File: src/rtl/level_meter_bar.sv
// Level meter bar: log2 leading-one scan of each accepted sample, peak-hold with
// per-sample decay, and thermometer/one-hot display words behind valid/ready.
module level_meter_bar #(
   parameter int width         = 16,
   parameter int hold_updates  = 32,
   parameter int decay_updates = 4
) (
   input  logic                         clk,
   input  logic                         reset_n,
   input  logic                         i_valid,
   output logic                         i_ready,
   input  logic [width-1:0]             i_value,
   output logic                         o_valid,
   input  logic                         o_ready,
   output logic [width-1:0]             o_bar,
   output logic [width-1:0]             o_peak,
   output logic [$clog2(width+1)-1:0]   o_level
);

   localparam int LW = $clog2(width + 1);
   localparam int HW = $clog2(hold_updates + 1);
   localparam int DW = $clog2(decay_updates + 1);

   typedef enum logic [1:0] {IDLE, SCAN, PEAK, OUT} state_t;

   state_t            state_q, state_d;
   logic [width-1:0]  shift_q, shift_d;
   logic [LW-1:0]     idx_q, idx_d;
   logic [LW-1:0]     level_q, level_d;
   logic [LW-1:0]     peak_q, peak_d;
   logic [HW-1:0]     hold_q, hold_d;
   logic [DW-1:0]     decay_q, decay_d;
   logic              i_ready_q, i_ready_d;
   logic              o_valid_q, o_valid_d;
   logic [width-1:0]  o_bar_q, o_bar_d;
   logic [width-1:0]  o_peak_q, o_peak_d;
   logic [LW-1:0]     o_level_q, o_level_d;

   always_comb begin
      state_d   = state_q;
      shift_d   = shift_q;
      idx_d     = idx_q;
      level_d   = level_q;
      peak_d    = peak_q;
      hold_d    = hold_q;
      decay_d   = decay_q;
      i_ready_d = i_ready_q;
      o_valid_d = o_valid_q;
      o_bar_d   = o_bar_q;
      o_peak_d  = o_peak_q;
      o_level_d = o_level_q;
      case (state_q)
         IDLE: begin
            if (i_valid && i_ready_q) begin
               shift_d   = i_value;
               idx_d     = LW'(width);
               i_ready_d = 1'b0;
               state_d   = SCAN;
            end
         end
         SCAN: begin
            if (shift_q[width-1] || idx_q == '0) begin
               level_d = idx_q;
               state_d = PEAK;
            end else begin
               shift_d = shift_q << 1;
               idx_d   = idx_q - LW'(1);
            end
         end
         PEAK: begin
            if (level_q >= peak_q) begin
               peak_d  = level_q;
               hold_d  = HW'(hold_updates - 1);
               decay_d = DW'(decay_updates - 1);
            end else if (hold_q != '0) begin
               hold_d = hold_q - HW'(1);
            end else if (decay_q != '0) begin
               decay_d = decay_q - DW'(1);
            end else begin
               peak_d  = peak_q - LW'(1);
               decay_d = DW'(decay_updates - 1);
            end
            // Bar shows this sample's level; the marker shows the held peak.
            for (int unsigned i = 0; i < width; i++) begin
               o_bar_d[i]  = (LW'(i) < level_q);
               o_peak_d[i] = (LW'(i + 1) == peak_d);
            end
            o_level_d = level_q;
            o_valid_d = 1'b1;
            state_d   = OUT;
         end
         OUT: begin
            if (o_ready) begin
               o_valid_d = 1'b0;
               i_ready_d = 1'b1;
               state_d   = IDLE;
            end
         end
         default: state_d = IDLE;
      endcase
   end

   always_ff @(posedge clk or negedge reset_n) begin
      if (!reset_n) begin
         state_q   <= IDLE;
         shift_q   <= '0;
         idx_q     <= '0;
         level_q   <= '0;
         peak_q    <= '0;
         hold_q    <= '0;
         decay_q   <= '0;
         i_ready_q <= 1'b1;
         o_valid_q <= 1'b0;
         o_bar_q   <= '0;
         o_peak_q  <= '0;
         o_level_q <= '0;
      end else begin
         state_q   <= state_d;
         shift_q   <= shift_d;
         idx_q     <= idx_d;
         level_q   <= level_d;
         peak_q    <= peak_d;
         hold_q    <= hold_d;
         decay_q   <= decay_d;
         i_ready_q <= i_ready_d;
         o_valid_q <= o_valid_d;
         o_bar_q   <= o_bar_d;
         o_peak_q  <= o_peak_d;
         o_level_q <= o_level_d;
      end
   end

   assign i_ready = i_ready_q;
   assign o_valid = o_valid_q;
   assign o_bar   = o_bar_q;
   assign o_peak  = o_peak_q;
   assign o_level = o_level_q;

endmodule
File: config.mk
export PLATFORM = sky130hd
export DESIGN_NAME = level_meter_bar
export DESIGN_NICKNAME = d
export VERILOG_FILES = /design/src/rtl/level_meter_bar.sv
export SDC_FILE = /design/constraint.sdc
export NUM_CORES = 1
export LEC_CHECK = 0
export ABC_AREA = 1
export BUFFER_PORTS_ARGS = -buffer_cell sky130_fd_sc_hd__buf_2
export CELL_PAD_IN_SITES_DETAIL_PLACEMENT = 0
export CELL_PAD_IN_SITES_GLOBAL_PLACEMENT = 1
export CORE_ASPECT_RATIO = 1.2
export CORE_MARGIN = 4
export CORE_UTILIZATION = 35
export CTS_BUF_LIST = sky130_fd_sc_hd__clkbuf_16
export DETAILED_ROUTE_END_ITERATION = 8
export GPL_TIMING_DRIVEN = 0
export PLACE_DENSITY = 0.79
export SYNTH_ARGS = -nofsm -noshare
export SYNTH_HDL_FRONTEND = slang
export SYNTH_SLANG_ARGS = --single-unit
File: constraint.sdc
create_clock -name clk -period 2.55 [get_ports clk]
set_clock_uncertainty 0.2 [all_clocks]
set_input_delay 0.51 -clock clk [delete_from_list [all_inputs] [get_ports clk]]
set_output_delay 0.51 -clock clk [all_outputs]
set_load 0.02 [all_outputs]
==> results of run 1 <==
[area by class of cell]
class | instances | area, um^2 | share of cell area (%)
Sequential cell | 80 | 2000 | 40.2
Multi-Input combinational cell | 359 | 1910 | 38.2
Clock buffer | 9 | 225 | 4.51
Buffer | 14 | 85.1 | 1.71
Timing Repair Buffer | 60 | 323 | 6.47
Inverter | 43 | 161 | 3.23
Tap cell | 157 | 196 | 3.94
Clock inverter | 7 | 87.6 | 1.76
[synth_stat cells (3+ instances only)]
master,instances
clkbuf_1,6
nand3_1,19
o21ai_0,33
o21a_1,3
nand2_4,4
ha_1,17
nand2_2,9
nor2_1,14
nor3_1,7
inv_1,40
mux2i_1,15
dfrtp_1,79
o21ai_1,17
xor2_1,4
nor2_2,6
buf_2,5
nand2_1,187
nor2_4,6
[state kept, by name, summed over array words and instances (netlist names)]
register,cells
idx_q,5
o_peak,16
o_level,4
shift_q,16
hold_q,6
i_ready,1
level_q,5
o_valid,1
o_bar,16
state_q,2
decay_q,3
peak_q,5
[logic make-up after synthesis]
group	after synthesis
compound gates	65
xor+xnor	5
fa+ha+maj	17
buf+inv	58
flops	80
mux	15
simple gates	257
[what timing repair did]
item | 4_1_cts | 5_1_grt
setup endpoints to repair | 0 | 24
hold endpoints to repair | 40 | 0
gates resized for setup | 0 | 1
hold buffers | 1 | 0
[worst min-delay path, cell delays in order]
cell and delay [ns]:
buf_2 0.10, nand2_1 0.06, o21ai_1 0.06
[power groups by stage]
stage / combinational [mW] / clock, mW / sequential [mW]
after global placement: 3.75 / 0 / 2.19
after detailed placement: 3.82 / 0 / 2.21
after floorplan: 2.61 / 0 / 2.39
after global routing: 4.30 / 1.46 / 2.27
after CTS: 3.85 / 1.40 / 2.19
final: 3.77 / 1.36 / 2.19
[metal layers]
layer	share of wire, %	vias to the layer above	GRT usage, %
met2	50	62	26.2
met1	43	1587	17.6
met3	3.9	18	3.18
met5	0	-	0
li1	-	1725	-
met4	3.0	0	6.84
[path summary, 6_finish.rpt]
| path | cells after the start | endpoint | startpoint | slack, ns |
|---|---|---|---|---|
| max | 14 | o_peak[4]$_DFFE_PN0P_ | level_q[0]$_DFFE_PN0P_ | 0.33 |
| min | 3 | shift_q[0]$_DFFE_PN0P_ | i_value[0] | 0.23 |
| max reg2reg | 14 | o_peak[4]$_DFFE_PN0P_ | level_q[0]$_DFFE_PN0P_ | 0.33 |
| min reg2reg | 2 | o_level[3]$_DFFE_PN0P_ | o_level[3]$_DFFE_PN0P_ | 0.27 |
| max in group asynchronous | 3 | i_ready$_DFFE_PN1P_ | reset_n | 0.97 |
| min in group asynchronous | 2 | hold_q[2]$_DFFE_PN0P_ | reset_n | 0.51 |
[per-stage QoR]
stage | utilization [%] | setup WS (ns) | hold WS, ns | total power [mW] | instance area, um^2
after floorplan | - | 0.479 | 0.0144 | 5.00 | 4160
after global placement | 40.0 | 0.102 | 0.255 | 5.93 | 4650
after detailed placement | 40.2 | 0.0620 | 0.260 | 6.03 | 4670
after CTS | 43.0 | 0.0376 | 0.225 | 7.44 | 4990
after global routing | 42.9 | 0.0953 | 0.247 | 8.03 | 4990
final | 42.9 | 0.334 | 0.232 | 7.32 | 4990
==> metrics.log, run 1 <==
INFO  metric p_per_area = 1470 mW/mm^2
INFO  metric crit_path_top_delay_cell = dfrtp_2
INFO  metric timing.critical_path.required = 2.62 ns
INFO  metric p_comb_share = 51.5%
INFO  metric synth_edf_count = 0
INFO  metric synth_top_cells_by_area = dfrtp_1 (48%), nand2_1 (17%), ha_1 (5.1%)
INFO  metric timing_hold_violations_final = 0
INFO  metric postSynthRegisterBits = 80
INFO  metric synth.area.mux_share = 3.61%
INFO  metric cts-root-to-sink-buffers = 2
INFO  metric critical_path.top_delay_family = simple AND/OR/NAND/NOR gates
INFO  metric floorplan.initialDensity = 35.8%
INFO  metric power_switching = 3.37 mW
INFO  metric ys_seq_area_share = 48.2%
INFO  metric dpl.hpwl = between 7000 and 8000 um
INFO  metric drive_above_1_share = 20.3%
INFO  metric cts_htree_levels = 3
INFO  metric detail_route.wl_per_cell = 13.1 um
INFO  metric finalCritPeriodShare = 86.9%
INFO  metric worstPathBufferInverterCount = 3
INFO  metric arrival = approximately 2.3 ns
INFO  metric path_class = flop to flop
INFO  metric run_status = complete, no violations
INFO  metric synth-simple-area-share = 27.2%
INFO  metric root_buffer = clkbuf_16
INFO  metric drt_iter0_drc = 138
INFO  metric place.port_buffers = 58
INFO  metric worst_slew_margin_rel = about three fifths
INFO  metric die_ar = 0.0137 mm^2
INFO  metric worst_skew_pair.late_latency = about 0.34 ns
INFO  metric cap_violations = 0
INFO  metric peakVddDrop = 0.558 mV
INFO  metric post_cts.repair.setup_buffers = 0
INFO  metric fillCellCount = 1210
INFO  metric most_frequent_cells_in_the_layout = nand2_1 (187), dfrtp_1 (78), buf_2 (62)
INFO  metric reported_leakage_power = 2.58 nW
INFO  metric finalCriticalPeriod = 2.22 ns
INFO  metric placementRows = 43
INFO  metric synth_largest_type_area_fraction = 47.5%
INFO  metric die_x_extent = 108 um
INFO  metric antenna_found_initial = 0
INFO  metric worst_setup_path_end_kind = flop
INFO  metric detail_route.first_pass.iterations = 4
INFO  metric synthXorXnorAreaFrac = 1.05%
INFO  metric maximum_operating_frequency = roughly 450 MHz
INFO  metric finalNonFillerCells = 729
INFO  metric synth_area_leader_cell = dfrtp_1
INFO  metric synth_compound_gate_area_share = 8.84%
INFO  metric timing.critical_path.slowest_cell_delay = roughly 0.45 ns
INFO  metric nNetsFinal = 604
INFO  metric power.clock.fraction = 18.6%
INFO  metric critPathLaunchType = flop
INFO  metric final_report_max_slew_violation_count = 0
INFO  metric asyncSetResetFlopFracSynth = 100%
INFO  metric grt_overflow = 0
INFO  metric area_inside_the_core_boundary = 0.0116 mm^2
INFO  metric syn_nets = 534
INFO  metric cts-buffers-inserted = 9
INFO  metric grt_pass1_vias = 3552
INFO  metric final_antenna_net_count = 0
INFO  metric synth.lib_cells_used.distinct = 38
INFO  metric pwr-share-seq = 29.9%
INFO  metric synth-adder-area-share = 5.11%
INFO  metric gp_congestion = between 0.8 and 0.9
INFO  metric grt_max_degree = between 40 and 50
INFO  metric rsz0062_at_grt = false
INFO  metric layout_commonest_cell = nand2_1
INFO  metric globalRouteTotalUtil = 15.0%
INFO  metric area.growth.synth_to_final = 19.9%
INFO  metric cp_max_fo = 10
INFO  metric numPlacedInstances = 713
INFO  metric syn-cell-area = approximately 0.0042 mm^2
INFO  metric clk_pin_slew_worst_paths = approximately 0.060 ns
INFO  metric tritoncts = yes
INFO  metric post_drt_via_cell_ratio = 4.65
INFO  metric cell_internal_pwr = about 4.0 mW
INFO  metric floorplan.die.height = 127 um
INFO  metric timing.critical_path.cells = inv_1, ha_1, inv_1, nand2_1, nand2_1, nor2_2, nor2_2, buf_6, nand3_1, nand2_1, nand2_2, nor2_4, nand2_1, nand2_1
INFO  metric syn-instance-count = 497
INFO  metric drc_errors = 0
INFO  metric worst_slew_pin_slew = 0.574 ns
INFO  metric synth.yosys.warnings = 0
INFO  metric syn_avg_cell_area = between 8 and 9 um^2
INFO  metric timing.setup.tns = 0 ns
INFO  metric grt_first_pass_wirelength = between 15000 and 20000 um
INFO  metric ys_dominant_reg_cell = dfrtp_1
INFO  metric totalWireLength = 9570 um
INFO  metric switching_share = a little under half
INFO  metric report.final.setup_viol = 0
INFO  metric antenna_cells_inserted = 0
INFO  metric path_common_cell = nand2_1
INFO  metric clock_sink_count = 80
INFO  metric min_path_type = primary input to flop
INFO  metric synth_top_family_by_area = simple AND/OR/NAND/NOR gates
INFO  metric vias = 3392
INFO  metric boundary_pins = 59
Note: power is estimated with default switching activity, not from simulation.
==> run 2, diff against run 1 <==
- CORE_ASPECT_RATIO: 1.2 -> default
==> run 2 against run 1 <==
Non-clock buffer count is the same. Fmax shrank 6.8%. Global-route usage barely moved. Sequential cell count stayed put. Sequential share of layout area increased by 0.25 points. Critical path depth unchanged. Clock-buffer cell count unchanged. Register-to-register slack got worse by 0.16 ns. Die area about the same. Via count grew 0.12%. Power fell by 1.1%. Largest cell class unchanged. Core utilization up 0.099 points.
==> metrics.log, run 2 (same netlist as run 1, synthesis figures left out) <==
INFO  metric worst_slew_margin_rel = between 60 and 70%
INFO  metric grt_max_degree = 42
INFO  metric globalRouteTotalUtil = between 10% and 20%
INFO  metric cp_max_fo = 10
INFO  metric rsz0062_at_grt = false
INFO  metric timing.setup.tns = 0 ns
INFO  metric grt_overflow = 0
INFO  metric timing.rr.end = o_peak[14]$_DFFE_PN0P_
INFO  metric reported_leakage_power = 2.57 nW
INFO  metric final_report_max_slew_violation_count = 0
INFO  metric area_occupied_by_registers = 0.00200 mm^2
INFO  metric die_ar = 0.0137 mm^2
INFO  metric grt_pass1_vias = 3421
INFO  metric drive_above_1_share = 20.5%
INFO  metric root_buffer = clkbuf_16
INFO  metric r2r.worst_path.cells = 14
INFO  metric critical_path.top_delay_family = simple AND/OR/NAND/NOR gates
INFO  metric post_cts.repair.setup_buffers = 0
INFO  metric capture_endpoint_of_the_worst_hold_path = shift_q[0]$_DFFE_PN0P_
INFO  metric most_frequent_cells_in_the_layout = nand2_1 (187), dfrtp_1 (79), buf_2 (62)
INFO  metric critPathLaunchType = flop
INFO  metric boundary_pins = 59
INFO  metric worst_slew_pin_slew = 0.545 ns
INFO  metric path_common_cell = nand2_1
INFO  metric dpl.hpwl = 7120 um
INFO  metric hold_path_depth = 3
INFO  metric worstReg2RegStart = level_q[0]$_DFFE_PN0P_
INFO  metric clock_sink_count = 80
INFO  metric finalCriticalPeriod = between 2 and 2.5 ns
INFO  metric crit_path_top_delay_cell = dfrtp_1
INFO  metric p_per_area = roughly 1500 mW/mm^2
INFO  metric die_x_extent = 117 um
INFO  metric run_status = complete, no violations
INFO  metric nNetsFinal = between 600 and 700
INFO  metric cap_violations = 0
INFO  metric post_drt_via_cell_ratio = 4.75
INFO  metric timing.critical_path.required = 2.62 ns
INFO  metric antenna_found_initial = 0
INFO  metric final_antenna_net_count = 0
INFO  metric multiInputGateArea = 0.00191 mm^2
INFO  metric regToRegSetupSlack = 0.17 ns
INFO  metric ctsResizeCount = 0
INFO  metric worstPathBufferInverterCount = 3
INFO  metric report.final.setup_viol = 0
INFO  metric cts-root-to-sink-buffers = 2
INFO  metric worst_hold_startpoint = i_value[0]
INFO  metric area_inside_the_core_boundary = between 0.01 and 0.015 mm^2
INFO  metric path_class = flop to flop
INFO  metric cts-buffers-inserted = 9
INFO  metric floorplan.die.height = 117 um
INFO  metric layout_commonest_cell = nand2_1
INFO  metric grt_first_pass_wirelength = 16300 um
INFO  metric clk_pin_slew_worst_paths = 0.06 ns
INFO  metric detail_route.wl_per_cell = 13.3 um
INFO  metric worstSetupStartpoint = level_q[0]$_DFFE_PN0P_
INFO  metric worst_setup_path_end_kind = flop
INFO  metric cts_htree_levels = 3
INFO  metric vias = 3396
INFO  metric placementRows = 39
INFO  metric antenna_cells_inserted = 0
INFO  metric timing.critical_path.cells = inv_1, ha_1, inv_1, nand2_1, nand2_1, nor2_2, nor2_2, buf_6, nand3_1, nand2_1, nand2_1, nor2_4, nand2_1, nand2_1
INFO  metric timing_hold_violations_final = 0
INFO  metric tritoncts = yes
INFO  metric floorplan.initialDensity = 36.1%
INFO  metric gp_congestion = 0.835
INFO  metric drc_errors = 0
INFO  metric min_path_type = primary input to flop
INFO  metric worst_skew_pair.late_latency = 0.34 ns
INFO  metric drt_iter0_drc = 182
INFO  metric detail_route.first_pass.iterations = 4
INFO  metric totalWireLength = about 9500 um
INFO  metric place.port_buffers = between 50 and 60
INFO  metric area.growth.synth_to_final = 19.1%
INFO  metric finalCritPeriodShare = 93.2%
INFO  metric fillCellCount = ~1.1k
INFO  metric final.hold.worst_slack = 0.234 ns
INFO  metric peakVddDrop = 0.651 mV
INFO  metric arrival = between 2 and 2.5 ns
INFO  metric maximum_operating_frequency = 421 MHz
INFO  metric timing.critical_path.slowest_cell_delay = 0.51 ns
-- run 2: how the worst max path moves through the flow --
stage | endpoint | depth (start not counted) | slack [ns]
floorplan | o_peak[10]$_DFFE_PN0P_ | 15 | 0.48
global placement | shift_q[0]$_DFFE_PN0P_ | 1 | 0.11
detailed placement | o_peak[10]$_DFFE_PN0P_ | 15 | 0.05
CTS | o_peak[10]$_DFFE_PN0P_ | 15 | 0.04
global route | o_peak[14]$_DFFE_PN0P_ | 14 | 0.002
finish | o_peak[14]$_DFFE_PN0P_ | 14 | 0.17
-- run 2: per-stage QoR --
stage	utilization (%)	setup slack, ns	total power [mW]	instance area, um^2	std cells
after CTS	43.1	0.0350	7.35	4960	716
final	43.0	0.173	7.24	4960	715
after detailed placement	40.4	0.0452	6.03	4650	699
after global routing	43.0	0.00240	7.91	4960	715
after global placement	40.2	0.113	5.93	4630	698
after floorplan	-	0.479	5.00	4160	497
-- run 2: cell type report --
| cell class | count | area share [%] |
|---|---|---|
| Clock inverter | 7 | 1.46 |
| Multi-Input combinational cell | 359 | 38.5 |
| Tap cell | 143 | 3.61 |
| Clock buffer | 9 | 4.54 |
| Sequential cell | 80 | 40.4 |
| Timing Repair Buffer | 60 | 6.51 |
| Inverter | 43 | 3.26 |
| Buffer | 14 | 1.72 |
-- run 2: worst register-to-register path: cells and delay by family, from the launching register on --
family | cells | cell delay [ns]
adders and majority gates | 1 | 0.30
buffers and inverters | 3 | 0.36
DFF | 1 | 0.51
and+or+nand+nor | 10 | 0.94
-- run 2: per-layer routing --
layer | up-vias | share of wire [%] | wire [um] | GRT usage (%)
met1 | 1621 | 46 | 4350 | 19.4
met4 | 0 | 1.7 | 163 | 5.12
met3 | 11 | 2.7 | 256 | 3.29
li1 | 1717 | - | - | -
met2 | 47 | 50 | 4720 | 25.1
met5 | - | 0 | 0 | 0
-- run 2: what timing repair did --
| action | in CTS | in global routing |
|---|---|---|
| hold buffers | 1 | 0 |
| endpoints found under the hold margin | 40 | 0 |
| endpoints found under the setup margin | 0 | 20 |
-- run 2: where the power goes --
group          switching, mW  total, mW  internal, mW
Combinational           2.48       3.76          1.29
Clock                  0.532       1.29         0.756
Sequential             0.374       2.19          1.81
